==> src/rtl/klp32_step_pkg.sv <==
// klp32_step_pkg: shared FSM encoding and default timing constants
// for the KLP32 execution sequencer (klp32_step_ctrl, klp32_debounce).
package klp32_step_pkg;

    typedef enum logic [1:0] {
        ST_RST   = 2'd0,
        ST_HALT  = 2'd1,
        ST_RUN   = 2'd2,
        ST_BREAK = 2'd3
    } stepState_e;

    localparam int DEFAULT_CLK_DIV         = 50_000_000;
    localparam int DEFAULT_DEBOUNCE_CYCLES = 500_000;

    function automatic int cntWidth(input int n);
        return (n > 1) ? $clog2(n) : 1;
    endfunction

endpackage

==> src/rtl/klp32_debounce.sv <==
// klp32_debounce: counter debouncer for an already-synchronized level.
// Ports: clk, rst_n (async low), level (synced in), stable (out, resets 1).
module klp32_debounce
    import klp32_step_pkg::*;
#(
    parameter int DEBOUNCE_CYCLES = DEFAULT_DEBOUNCE_CYCLES
) (
    input  logic clk,
    input  logic rst_n,
    input  logic level,
    output logic stable
);

    localparam int CW = cntWidth(DEBOUNCE_CYCLES);

    logic [CW-1:0] cnt;

    // A new level is accepted once it has differed from the
    // accepted one for DEBOUNCE_CYCLES consecutive cycles.
    always_ff @(posedge clk or negedge rst_n) begin
        if (!rst_n) begin
            stable <= 1'b1;
            cnt    <= '0;
        end else if (level == stable) begin
            cnt <= '0;
        end else if (cnt == CW'(DEBOUNCE_CYCLES - 1)) begin
            stable <= level;
            cnt    <= '0;
        end else begin
            cnt <= cnt + CW'(1);
        end
    end

endmodule

==> src/rtl/klp32_step_ctrl.sv <==
// klp32_step_ctrl: core clock-enable sequencer (reset/halt/run/break).
// Ports: clk, reset_in (async low), run_sw, step_btn_n, pc, bp_addr,
// bp_valid -> cpu_en, cpu_reset, state, step_count.
// Macro KLP32_BREAKPOINT_EN enables the PC breakpoint and BREAK state.
module klp32_step_ctrl
    import klp32_step_pkg::*;
#(
    parameter int CLK_DIV         = DEFAULT_CLK_DIV,
    parameter int DEBOUNCE_CYCLES = DEFAULT_DEBOUNCE_CYCLES
) (
    input  logic        clk,
    input  logic        reset_in,
    input  logic        run_sw,
    input  logic        step_btn_n,
    input  logic [31:0] pc,
    input  logic [31:0] bp_addr,
    input  logic        bp_valid,
    output logic        cpu_en,
    output logic        cpu_reset,
    output logic [1:0]  state,
    output logic [31:0] step_count
);

    localparam int PW = cntWidth(CLK_DIV);

    logic [1:0]    runSyncQ;
    logic [1:0]    btnSyncQ;
    logic          runSync;
    logic          btnLevel;
    logic          btnPrev;
    logic          press;
    stepState_e    stateQ;
    stepState_e    stateD;
    logic          rstHeld;
    logic [PW-1:0] presc;
    logic          prescWrap;
    logic          pulseD;
    logic          cpuEnQ;
    logic [31:0]   stepCount;
    logic          bpHit;

    assign runSync = runSyncQ[1];

    klp32_debounce #(
        .DEBOUNCE_CYCLES(DEBOUNCE_CYCLES)
    ) uBtnDebounce (
        .clk   (clk),
        .rst_n (reset_in),
        .level (btnSyncQ[1]),
        .stable(btnLevel)
    );

    // One-cycle event on the debounced 1->0 edge only.
    assign press     = btnPrev & ~btnLevel;
    assign prescWrap = (presc == PW'(CLK_DIV - 1));

`ifdef KLP32_BREAKPOINT_EN
    assign bpHit = bp_valid && (pc == bp_addr);
`else
    logic unusedBp;
    assign unusedBp = ^{bp_valid, bp_addr, pc};
    assign bpHit    = 1'b0;
`endif

    always_comb begin
        stateD = stateQ;
        pulseD = 1'b0;
        unique case (stateQ)
            ST_RST: begin
                // rstHeld marks the second cycle out of reset
                if (rstHeld) begin
                    stateD = runSync ? ST_RUN : ST_HALT;
                end
            end
            ST_HALT: begin
                pulseD = press;
                if (runSync) begin
                    stateD = ST_RUN;
                end
            end
            ST_RUN: begin
                if (prescWrap) begin
                    if (bpHit) begin
                        stateD = ST_BREAK;
                    end else begin
                        pulseD = 1'b1;
                    end
                end
                if (!runSync) begin
                    stateD = ST_HALT;
                end
            end
            ST_BREAK: begin
                if (press) begin
                    pulseD = 1'b1;
                    stateD = runSync ? ST_RUN : ST_HALT;
                end else if (!runSync) begin
                    stateD = ST_HALT;
                end
            end
            default: begin
                stateD = ST_RST;
            end
        endcase
    end

    always_ff @(posedge clk or negedge reset_in) begin
        if (!reset_in) begin
            runSyncQ  <= '0;
            btnSyncQ  <= '1;
            btnPrev   <= 1'b1;
            stateQ    <= ST_RST;
            rstHeld   <= 1'b0;
            presc     <= '0;
            cpuEnQ    <= 1'b0;
            stepCount <= '0;
        end else begin
            runSyncQ  <= {runSyncQ[0], run_sw};
            btnSyncQ  <= {btnSyncQ[0], step_btn_n};
            btnPrev   <= btnLevel;
            stateQ    <= stateD;
            rstHeld   <= (stateQ == ST_RST);
            // Held at zero outside RUN so every entry starts a full period.
            if (stateQ != ST_RUN || prescWrap) begin
                presc <= '0;
            end else begin
                presc <= presc + PW'(1);
            end
            cpuEnQ    <= pulseD;
            stepCount <= stepCount + 32'(pulseD);
        end
    end

    assign cpu_en     = cpuEnQ;
    assign cpu_reset  = (stateQ == ST_RST);
    assign state      = stateQ;
    assign step_count = stepCount;

endmodule

==> config.mk <==
export PLATFORM = sky130hd
export DESIGN_NAME = klp32_step_ctrl
export DESIGN_NICKNAME = d
export VERILOG_FILES = /design/src/rtl/klp32_step_pkg.sv /design/src/rtl/klp32_debounce.sv /design/src/rtl/klp32_step_ctrl.sv
export SDC_FILE = /design/constraint.sdc
export NUM_CORES = 1
export LEC_CHECK = 0
export ABC_AREA = 1
export ABC_CLOCK_PERIOD_IN_PS = 2800
export CAP_MARGIN = 5
export CORE_MARGIN = 2
export CORE_UTILIZATION = 51
export CTS_CLUSTER_DIAMETER = 40
export DETAILED_ROUTE_END_ITERATION = 8
export GPL_ROUTABILITY_DRIVEN = 0
export PLACE_DENSITY_LB_ADDON = 0.08
export SLEW_MARGIN = 20
export SYNTH_ARGS = -nofsm -noshare
export SYNTH_HDL_FRONTEND = slang
export SYNTH_SLANG_ARGS = --single-unit
==> constraint.sdc <==
create_clock -name clk -period 2.8 [get_ports clk]
set_input_delay 0.56 -clock clk [delete_from_list [all_inputs] [get_ports clk]]
set_output_delay 0.56 -clock clk [all_outputs]
set_load 0.02 [all_outputs]
## Yosys cells after proc, flatten, opt, wreduce, memory -nomap -nowiden

Index checks and enable logic that the tools add are counted.

| storage, ports and cells | value |
|---|---|
| flip-flop bits (word level) | 87 |
| bits in latches | 0 |
| bits in writable memories | 0 |
| memory bits (read-only) | 0 |
| bits of input ports | 69 |
| output and inout port bits | 36 |
| word-level logic and storage cells | 41 |
| memories | 0 |

| operators by class | value |
|---|---|
| add/subtract/negate cells | 3 |
| $mul | 0 |
| div/mod/pow operators | 0 |
| magnitude comparators | 0 |
| equal/unequal tests | 9 |
| shifts and indexed selects | 0 |
| multiplexer cells | 12 |
| bitwise operators | 3 |
| reduce and logical (&&, ||, !) cells | 4 |

Operators by type and width:

| operator | count |
|---|---|
| $mux 19 | 2 |
| $add 32x1->32 | 1 |
| $add 26x1->26 const B | 1 |
| $eq 26x26->1 const B | 1 |
| $mux 26 | 1 |
| $add 19x1->19 const B | 1 |
| $eq 19x19->1 const B | 1 |
| $mux 2 | 5 |
| $pmux 2 s4 | 1 |
| $eq 2x2->1 const B | 2 |
| $ne 2x2->1 const B | 2 |
| $reduce_and 2->1 | 2 |
| $pmux 1 s3 | 1 |
| $eq 2x1->1 const B | 1 |
| $logic_not 2->1 | 1 |
| $mux 1 | 2 |
| $ne 2x1->1 const B | 1 |
| $not 1->1 | 2 |
| $and 1x1->1 | 1 |
| $eq 1x1->1 | 1 |
| $logic_or 1x1->1 | 1 |

## Logic depth before layout (Yosys ltp)

Gate-level depths: netlist of run 1.

| depth | value |
|---|---|
| word-level depth | 5 |
| depth in mapped cells | 16 |
| gate-level depth less buffers | 16 |

## Hierarchy

From an unflattened synthesis of run 1, not the netlist that was laid out.

| unflattened totals | value |
|---|---|
| cells, all modules | 607 |
| area, all modules | 4682.0 um^2 |

By module, submodules not included:

| module | times used | cells an instance | area an instance (um^2) | seq. area each (um^2) |
|---|---|---|---|---|
| klp32_step_ctrl | 1 | 462 | 3539.6 | 1680.4 |
| klp32_debounce | 1 | 145 | 1142.3 | 501.7 |

## Worst setup path after synthesis of run 1

OpenSTA, ideal clock, no wires.

| timing path | value |
|---|---|
| path type | register -> register |
| start point | register presc[0] |
| end point | register stepCount[18] (netlist: step_count[18]) |
| arrival | 2.185 ns |
| required time | 2.677 ns |
| slack | 0.492 ns |
| stages on the path, launching flop included | 16 |
| path buffers | 0 |
| cell sequence | dfrtp_1 > ha_1 > nand3_1 > inv_2 > nand4_1 > nor2_1 > nand3_1 > nand2_1 > ha_1 > ha_1 > nand2_1 > nor2_2 > nand2_2 > nor2_2 > nand3_1 > xor2_1 |

| on the way | value |
|---|---|
| longest elaborated chain between the ends | 4 |

Ends and longest elaborated chain:

| element | line | source |
|---|---|---|
| start, declared | klp32_step_ctrl.sv:35 | `logic [PW-1:0] presc;` |
| start signal, assigned | klp32_step_ctrl.sv:127 | `presc <= presc + PW'(1);` |
| $eq 26x26->1 | klp32_step_ctrl.sv:55 | `assign prescWrap = (presc == PW'(CLK_DIV - 1));` |
| $mux 1 | klp32_step_ctrl.sv:82 | `if (prescWrap) begin` |
| $pmux 1 s3 | klp32_step_ctrl.sv:68 | `unique case (stateQ)` |
| via pulseD | klp32_step_ctrl.sv:37 | `logic pulseD;` |
| $add 32x1->32 | klp32_step_ctrl.sv:130 | `stepCount <= stepCount + 32'(pulseD);` |
| end signal, assigned | klp32_step_ctrl.sv:130 |  |
| end, declared | klp32_step_ctrl.sv:39 | `logic [31:0] stepCount;` |

The timed path passes the listed nets, and every way through them passes these cells.
A chain may end at the register's enable or synchronous reset.

## Final worst setup path of run 1

Ends and elaborated chain as after synthesis.

==> impl_metrics.tcl, run 1 <==
set metrics [dict create \
    final_cell_mix "nand2_1, nor2_1, dfrtp_1" \
    cts_inserted_buffers 9 \
    worst_path_dominant_cell_family "simple AND/OR/NAND/NOR gates" \
    p_leak_nw 2.37 \
    io_pins 105 \
    chipHeight_um 101 \
    remaining_drc_errors 0 \
    relSlewSlack_pct 61.5 \
    via_per_inst 5.15 \
    clkTransAtPathRegs_ns 0.10 \
    fin_crit_sh_pct 92.3 \
    dr.pass1.iters 5 \
    synth_nets 717 \
    end_kind "flip-flop" \
    hold_path_class "input pin to async pin" \
    synth_edf_count 0 \
    ys.flop_type "dfrtp_1" \
    ctsHtreeMaxLevel 3 \
    num_antenna_cells 0 \
    critPathKind "flip-flop to flip-flop" \
    syn-instance-count 644 \
    start_util_pct 52.4 \
    hold_violations 0 \
    fin_nets 772 \
    wl_per_cell_um 13.4 \
    worst-path-buf-inv 1 \
    report.final.slew_viol_count 0 \
    fin_crit_ns 2.58 \
    gr-usage-all-layers_pct 23.0 \
    multi_input_area_mm2 0.00237 \
    antenna_found_initial 0 \
    rsz0062_at_grt "yes" \
    outcome "finished, final reports clean" \
    antenna_left 0 \
    syn_avg_cell_area_um2 7.48 \
    grt_pass1_wl_um 18700 \
    skew_ns 0.0109 \
    path_max_fanout 6 \
    finalSetupViolations 0 \
    ys_seq_area_share_pct 45.3 \
    powerDensity_mw_per_mm2 432 \
    layout-drive-gt1-share_pct 10.7 \
    dp_hpwl_um 8090 \
    crit_required_ns 3.05 \
    grt_pass1_vias 4000 \
    wl_um 10900 \
    cts_tree "yes" \
    cp_cell_sequence "ha_1 -> nand3_1 -> inv_2 -> nand4_1 -> nor2_1 -> nand3_1 -> nand2_2 -> ha_1 -> ha_1 -> nand2_1 -> nor2_4 -> nand2_2 -> nor2_4 -> nand3_1 -> xor2_1" \
    grt-ovfl-total 0 \
    seq_area_mm2 0.00218 \
    slowest_stage "dfrtp_1" \
    die_w_um 101 \
    cts_buffer_depth 2 \
    die_area_mm2 0.0102 \
    fmax_ghz 0.387 \
    vias 4201 \
    clk_latency_ns 0.36 \
    syn_area_mm2 0.00482 \
    cts_root_buffer "clkbuf_8" \
    synthToLayoutAreaGrowth_pct 16.8 \
    yosysWarningCount 0 \
    layout_commonest_cell "nand2_1" \
    cp_slowest_stage_delay_ns 0.41 \
    total_power_mw 2.43 \
    grt_max_degree 45 \
    synth.distinct_cells 28 \
    first_iter_violations 179 \
    ys_async_sr_fraction_pct 100 \
    worst_slew_pin_slew_ns 0.577 \
    cts.sinks 87 \
    num_rows 35 \
    arrival_ns 2.84 \
    core_area_mm2 0.00920 \
    startpoint_type "flip-flop" \
    fin_setup_tns_ns 0 \
    drv_cap 0 \
    irDropWorstVdd_mv 0.228 \
    ys_seq_elements 87 \
    num-fill-cells 828 \
    port_buffers 39 \
]
-- layout make-up --
| type | count | area share (%) |
|---|---|---|
| multi-input combinational | 487 | 42.0 |
| timing repair buffer | 48 | 8.31 |
| clock buffer | 9 | 2.20 |
| inverter | 66 | 4.40 |
| clock inverter | 7 | 1.80 |
| tap | 111 | 2.47 |
| sequential | 87 | 38.8 |
-- stage by stage --
stage | std cells | utilization (%) | worst slack (ns) | area, µm² | hold slack [ns]
global placement | 798 | 58.4 | 0.148 | 5370 | 0.340
finish | 815 | 61.2 | 0.216 | 5630 | 0.184
CTS | 814 | 60.8 | 0.100 | 5600 | 0.203
global route | 815 | 61.2 | -0.0539 | 5630 | 0.217
floorplan | 644 | - | 0.492 | 4820 | 0.264
detailed placement | 798 | 58.4 | 0.117 | 5370 | 0.338
-- kinds of logic (layout without fill, tap and decap cells) --
family / after synthesis / after routing / synth area share (%)
XOR/XNOR: 43 / 43 / 7.81
AND/OR/NAND/NOR: 427 / 427 / 38.2
AO/OA/AOI/OAI: 13 / 13 / 1.51
adder cells (fa/ha/maj): 4 / 4 / 1.04
buffers and inverters: 70 / 130 / 6.15
flip-flops: 87 / 87 / 45.3
-- per-layer routing --
| metal | global-route usage (%) | vias to the layer above | part of all wire [%] |
|---|---|---|---|
| li1 | - | 2089 | - |
| met1 | 32.2 | 1982 | 48 |
| met2 | 36.0 | 112 | 46 |
| met3 | 3.86 | 18 | 4.4 |
| met4 | 8.73 | 0 | 1.6 |
| met5 | 0 | - | 0 |
-- registers in the layout, summed over array words and instances (netlist names) --
signal / cells
step_count: 32
rstHeld: 1
cpu_en: 1
state: 2
btnSyncQ: 2
presc: 26
btnPrev: 1
uBtnDebounce.cnt: 19
runSyncQ: 2
uBtnDebounce.stable: 1
-- power breakdown --
part	internal (mW)	switching (mW)
clock network	0.512	0.494
logic	0.0459	0.0926
registers	1.27	0.0115
total	1.83	0.598
-- path summary, 6_finish.rpt --
check,slack (ns),from,cells past startpoint,end
hold reg to reg,0.36,runSyncQ[0],0,runSyncQ[1]
hold / removal,0.18,reset_in,1,runSyncQ[1]
setup reg to reg,0.22,presc[0],15,step_count[18]
max in group asynchronous,1.93,reset_in,2,btnSyncQ[0]
min in group clk,0.36,runSyncQ[0],0,runSyncQ[1]
setup / recovery,0.22,presc[0],15,step_count[18]
-- worst register-to-register path, delay by kind of cell (launching register included) --
kind	cells	cell delay, ns
DFF	1	0.41
buffers and inverters	1	0.08
xor gates and xnor gates	1	0.16
and+or+nand+nor	10	1.23
adders and majority gates	3	0.60
-- synth_stat cells, types with 4 or more instances --
library cell / count / area (µm²)
a21oi_1: 5 / 25.0
dfrtp_1: 83 / 2080
dfstp_2: 4 / 105
ha_1: 4 / 50.1
inv_1: 65 / 244
nand2_1: 180 / 676
nand2_2: 7 / 43.8
nand3_1: 37 / 185
nand3b_1: 4 / 30.0
nand4_1: 9 / 56.3
nor2_1: 142 / 533
nor2_2: 27 / 169
nor3_1: 10 / 50.1
o21ai_0: 5 / 25.0
xnor2_1: 14 / 123
xor2_1: 29 / 254
-- what timing repair did --
action	4_1_cts	5_1_grt
hold buffers	0	0
setup buffers	0	1
resized for setup	0	6
setup endpoints to repair	0	14
Power figures use the tool's default switching activity.
==> inputs of run 2 (changes only) <==
- CAP_MARGIN: 5 -> 20
==> results of run 2 <==
Final layout, timing and power as in run 1 (identical DEF).
